File: src/rtl/register_file.sv
// ---------------------------------------------------------------------------
// register_file
//
// Multi-ported register file: one write port with byte-lane enables and two
// independent combinational read ports. Optionally register 0 is hard-wired
// to zero. Optionally a read of the register being written in the same cycle
// sees the new data (write-through).
//
// Parameters
//   WIDTH     data width per register, multiple of 8, >= 8
//   DEPTH     number of registers, power of two, >= 2
//   ZERO_REG  1: register 0 reads as zero and ignores writes
//   BYPASS    1: same-cycle read of the write address returns write data
//
// Ports
//   clk         single clock, all state changes on rising edge
//   rst         synchronous active-high reset, clears storage and wr_count
//   en_reg      write enable
//   wr_addr     write register index
//   wr_be       byte-lane write enables, bit i gates bits [8i+7:8i]
//   D_vector    write data
//   rd_addr_a   read port A index
//   Q_vector_a  read port A data, zero latency
//   rd_addr_b   read port B index
//   Q_vector_b  read port B data, zero latency
//   wr_count    committed writes since reset, saturates at 16'hFFFF
// ---------------------------------------------------------------------------
module register_file #(
    parameter int WIDTH    = 32,
    parameter int DEPTH    = 32,
    parameter int ZERO_REG = 1,
    parameter int BYPASS   = 1,
    localparam int AW      = $clog2(DEPTH),
    localparam int NBE     = WIDTH / 8
) (
    input  logic             clk,
    input  logic             rst,
    input  logic             en_reg,
    input  logic [AW-1:0]    wr_addr,
    input  logic [NBE-1:0]   wr_be,
    input  logic [WIDTH-1:0] D_vector,
    input  logic [AW-1:0]    rd_addr_a,
    output logic [WIDTH-1:0] Q_vector_a,
    input  logic [AW-1:0]    rd_addr_b,
    output logic [WIDTH-1:0] Q_vector_b,
    output logic [15:0]      wr_count
);

    localparam bit HAS_ZERO = (ZERO_REG != 0);
    localparam bit HAS_BYP  = (BYPASS != 0);

    logic [WIDTH-1:0] mem [DEPTH];
    logic [15:0]      count_q;

    logic [WIDTH-1:0] lane_mask;
    logic             wr_to_zero;
    logic             wr_commit;
    logic             wr_active;

    // Expand byte enables into a bit mask so merging is a single and/or.
    always_comb begin
        lane_mask = '0;
        for (int i = 0; i < NBE; i++) begin
            lane_mask[8*i +: 8] = {8{wr_be[i]}};
        end
    end

    assign wr_to_zero = HAS_ZERO && (wr_addr == '0);

    // Reset wins over a concurrent write; an all-zero byte enable is a no-op
    // and must not bump the counter.
    assign wr_commit = !rst && en_reg && (|wr_be) && !wr_to_zero;

    // Forwarding is only meaningful while not in reset; under reset the
    // ports show the stored contents until the clearing edge.
    assign wr_active = !rst && en_reg;

    always_ff @(posedge clk) begin
        if (rst) begin
            for (int i = 0; i < DEPTH; i++) begin
                mem[i] <= '0;
            end
            count_q <= '0;
        end else if (wr_commit) begin
            mem[wr_addr] <= (mem[wr_addr] & ~lane_mask) | (D_vector & lane_mask);
            if (count_q != 16'hFFFF) begin
                count_q <= count_q + 16'd1;
            end
        end
    end

    assign wr_count = count_q;

    // Shared read-path logic for both ports: zero register, then optional
    // write-through lane merge, else the stored word.
    function automatic logic [WIDTH-1:0] read_port(
        input logic [AW-1:0]    addr,
        input logic [WIDTH-1:0] stored,
        input logic             fwd_en,
        input logic [AW-1:0]    waddr,
        input logic [WIDTH-1:0] wdata,
        input logic [WIDTH-1:0] mask
    );
        logic [WIDTH-1:0] result;
        result = stored;
        if (HAS_ZERO && (addr == '0)) begin
            result = '0;
        end else if (HAS_BYP && fwd_en && (addr == waddr)) begin
            result = (stored & ~mask) | (wdata & mask);
        end
        return result;
    endfunction

    always_comb begin
        Q_vector_a = read_port(rd_addr_a, mem[rd_addr_a], wr_active,
                               wr_addr, D_vector, lane_mask);
    end

    always_comb begin
        Q_vector_b = read_port(rd_addr_b, mem[rd_addr_b], wr_active,
                               wr_addr, D_vector, lane_mask);
    end

endmodule
File: config.mk
export PLATFORM = sky130hd
export DESIGN_NAME = register_file
export DESIGN_NICKNAME = d
export VERILOG_FILES = /design/src/rtl/register_file.sv
export SDC_FILE = /design/constraint.sdc
export NUM_CORES = 2
export LEC_CHECK = 0
export BUFFER_PORTS_ARGS = -buffer_cell sky130_fd_sc_hd__buf_2
export CAP_MARGIN = 10
export CELL_PAD_IN_SITES_DETAIL_PLACEMENT = 1
export CELL_PAD_IN_SITES_GLOBAL_PLACEMENT = 2
export CORE_MARGIN = 1
export CORE_UTILIZATION = 40
export DETAILED_ROUTE_END_ITERATION = 16
export HOLD_SLACK_MARGIN = 0.03
export PLACE_DENSITY = 0.69
export SLEW_MARGIN = 30
export SYNTH_ARGS = -nofsm -noshare
export SYNTH_HDL_FRONTEND = slang
export SYNTH_SLANG_ARGS = --single-unit
File: constraint.sdc
create_clock -name clk -period 4.6 [get_ports clk]
set_clock_uncertainty 0.2 [all_clocks]
set_input_delay 0.46 -clock clk [delete_from_list [all_inputs] [get_ports clk]]
set_output_delay 0.46 -clock clk [all_outputs]
set_load 0.1 [all_outputs]
* Yosys cells after proc, flatten, opt, wreduce, memory -nomap -nowiden
Memory sizes are Yosys's and may differ from the RTL's. Index checks and enable logic that the tools add are counted.
Cells by class: add/subtract/negate cells 1, equal/unequal tests 3, muxes and demuxes 12, bitwise logic cells 8, reduce and logical (&&, ||, !) cells 13
Operators by type and width (number):
- $mux 32 | 5
- $and 32x32->32 | 4
- $or 32x32->32 | 3
- $not 32->32 | 1
- $reduce_or 32->1 | 1
- $add 16x1->16 const B | 1
- $ne 16x16->1 const B | 1
- $logic_not 5->1 | 3
- $eq 5x5->1 | 2
- $mux 1 | 6
- $logic_and 1x1->1 | 5
- $mux 5 | 1
- $reduce_or 4->1 | 1
- $logic_not 1->1 | 2
- $reduce_and 2->1 | 1
Storage, ports and cells: register bits after elaboration 16, RAM bits 1024, bits of input ports 54, output and inout bits 80, logic and storage cells 39, memories 1
Memory list:
- mem | depth 32, width 32, rd ports 3, clocked after Yosys merged registers in 0, wr ports 32, RTL line 52 | logic [WIDTH-1:0] mem [DEPTH];

* Depth between registers and ports, before layout
depth in word-level cells 9, mapped depth 13, mapped depth without buffers 6

* Worst setup path after synthesis
Ideal clock, no wire load.
path kind input-to-output, start point input rd_addr_a[0], end point output Q_vector_a[30], data arrival time 4335 ps, required time 3940 ps, setup slack -395 ps, stages on the path 9, path through buf_4 buf_4 buf_4 buf_4 buf_4 mux2i_1 a221oi_1 a211oi_1 o31ai_1
On the way: cells in the longest elaborated chain, start to end 5, elaborated cells on any way between the ends 8, those cells by class 1 x eq/ne; 2 x mux; 2 x bitwise; 2 x reduce/logical; 1 x memory
RTL lines:
- from (decl) | RTL line 42 | input logic [AW-1:0] rd_addr_a,
- $mem_v2 32x32
- $and 32x32->32 | RTL line 109 | result = (stored & ~mask) | (wdata & mask);
- $or 32x32->32 | RTL line 109
- $mux 32 | RTL line 108 | end else if (HAS_BYP && fwd_en && (addr == waddr)) begin
- $mux 32 (*) | RTL line 106 | if (HAS_ZERO && (addr == '0)) begin
- to (decl) | RTL line 43 | output logic [WIDTH-1:0] Q_vector_a,
Mark *: on every way between the ends. The rest lies on a longest branch, timed or not.

* Final worst setup path
start point input rd_addr_a[0], end point output Q_vector_a[6]
Same word-level chain as after synthesis.

==> impl_results.md <==
- Synth cell types: 78
- GRT Overall Usage: 40.3%
- Peak supply drop: 298 µV
- M1 GR Usage: 51.9%
- Crit-path max FO: 33
- HP Class: input port to register
- Non-filler cells, final: 6,926
- Achievable clock frequency: 0.237 GHz
- Setup TNS: 0 ns
- Drt initial violations: 8,222
- Post-synthesis async set-or-reset flop share: 0%
- Final hold viol count: 0
- Total gr overflow: 0
- Vias: 50.7k
- Setup crit start kind: input port
- CTS tree: yes
- CTS resizes: 0
- Drt pass-1 iters: 8
- Number of port buffers: 133
- CP delay by family, top: buffers and inverters
- Drt via density: 7.32
- Pwr Density: 365 nW/µm²
- Grt met3 use: 14.6%
- Post-DP HPWL: 199,000 µm
- Die area: 159,000 µm²
- I/O pin count: 134
- Syn_area_per_cell: 13.7 µm²
- Wire per inst: 46.4 µm
- Critical Path RT: 3.94 ns
- Most common cell in the netlist: edfxtp_1
- CP Class: input port to primary output
- Final worst path period share: 91.9%
- WP buf/inv: 4
- Die H: 399 µm
- P_leak: 0.0259 µW
- ANT nets after route: 0
- Vias in the first global route: 49.8k
- Maxcap violations: 0
- Final instance area: 72,800 µm²
- H-Tree Depth: 4
- Ys flop type: edfxtp_1
- Area growth syn-to-layout: 15.5%
- Yosys warns: 0
- Met2 Track Usage GR: 57.7%
- Worst-Margin Slew: 1.17 ns
- RSZ-0062 raised after global routing: false
- Clk Latency, worst-skew pair: 0.79 ns
- GRT busiest layer: met2
- Setup ws final: 0.374 ns
- Arr. time, crit path: 3.57 ns
- # DRC: 0
- Outcome: finished clean
- Cell total after placement: 6,678
- Root buffer cell: clkbuf_16
- Final Wtd Congestion: 0.923
- Ratio of cells with drive above 1 in the final layout: 31.5%
- Mapped Area: 63,000 µm²
- Register area share after synthesis: 49.3%
- Syn Inst Count: 4,614
- Slew headroom: 21.9%
- Slowest stage delay, CP: 0.55 ns
- Crit path capture type: primary output
- Register bit count reported by yosys: 1,040
- Place WS: 0.332 ns
- Core outline area: 156,000 µm²
- Max stage delay cell, worst path: mux4_2
- CTS Buf Count: 130
- Final core utilization: 46.6%
- Clock Path Buffers: 3
- Area leader, netlist: edfxtp_1
- Largest net degree at the start of global routing: 68
- Crit-path cells: buf_8 -> buf_12 -> buf_4 -> mux4_2 -> o21ai_0 -> a21oi_1 -> a311o_1 -> buf_2
- Initial Utilization: 40.3%
- Initial antenna violation count: 25
- Die Span X: 399 µm
- Row count: 145
- Max-slew violations: 0
- Most frequent cells after synthesis: edfxtp_1, nor2_1, mux4_2, mux2i_1, nor3_1
- Period minus WS final: 4.23 ns
- Final setup viols: 0
- Number of synthesized flops with an enable pin: 1,024
- Synth area leaders: edfxtp_1, mux4_2, nor2_1, mux2i_1, nor3_1
- Area share of the largest cell type after synthesis: 48.8%
- Worst-path clk slew: 0.06 ns
- Placed cell area: 68,600 µm²
- First-pass GRT wire length: 432,000 µm
- WL final: 321,000 µm
- Fin nets: 4,815
- Sink Count: 1,040
final timing paths:
kind | start | to | slack, ns | cells after the start
max | rd_addr_a[0] | Q_vector_a[6] | 0.37 | 8
min | D_vector[3] | mem[29][3] | 0.06 | 3
max reg2reg | mem[19][14] | mem[23][14] | 1.35 | 6
min reg2reg | wr_count[15] | wr_count[15] | 0.35 | 2
kinds of logic (layout without fill, tap and decap cells):
| group | Yosys count | after routing | synth area share (%) |
|---|---|---|---|
| AND/OR/NAND/NOR | 1502 | 1502 | 10.5 |
| flip-flops | 1040 | 1040 | 49.3 |
| multiplexers | 983 | 983 | 29.3 |
| buffers and inverters | 535 | 750 | 4.25 |
| AO/OA/AOI/OAI | 527 | 527 | 6.31 |
| XOR/XNOR | 25 | 25 | 0.347 |
| adder cells (fa/ha/maj) | 1 | 1 | 0.0198 |
| other | 1 | 40 | 0.00595 |
placed cells by master (no fill, tap or decap), types with 31 or more instances in the layout:
cell       count
nor2b_1       33
nand2b_4      31
conb_1        32
nor3_1       245
buf_4        294
nand2_1       77
o21ai_0       67
a22oi_1       90
a221oi_1      82
a21oi_1       70
nor2_1       889
buf_2         73
mux2i_1      265
clkbuf_1      38
mux4_2       689
buf_12       117
nand3_1       60
edfxtp_1    1024
clkbuf_16    140
stage by stage:
step	total power, µW	hold slack, ns
detailed placement	16300	0.344
finish	26600	0.0636
global route	27000	0.0770
floorplan	14200	0.532
global placement	16300	0.322
CTS	26500	0.0308
metal layers:
layer | part of all wire (%) | up-vias
met1 | 36 | 26600
met3 | 14 | 1118
met4 | 7.4 | 35
li1 | - | 18600
met5 | 0.16 | -
met2 | 42 | 4324
final cells by class:
type                            count  area (µm²)
Clock buffer                      178        3650
Clock inverter                     54         467
Inverter                           19        76.3
Multi-Input combinational cell   3070       29900
Tap cell                         2058        2570
Sequential cell                  1040       31100
Timing Repair Buffer              499        5100
Fill cell                       15600       83600
Antenna cell                        8        20.0
flip-flops by register name (all words and copies together) (netlist names):
register and cells:
wr_count 16, mem 1024
what timing repair did:
action | CTS | global route
hold buffers | 8 | 0
hold endpoints to repair | 25 | 0
buffers inserted | 0 | 0
power breakdown:
group,total (µW),internal (µW),switching [µW]
logic,5270,1820,3450
registers,11000,10800,265
clock network,10300,5980,4300
total,26600,18600,8010
worst register-to-register path: cells and delay by family (launching register included):
family / cells / cell delay (ns)
simple gates: 3 / 1.03
compound gates: 2 / 0.76
mux: 1 / 0.56
flops: 1 / 0.40
Note: power is estimated with default switching activity, not from simulation.
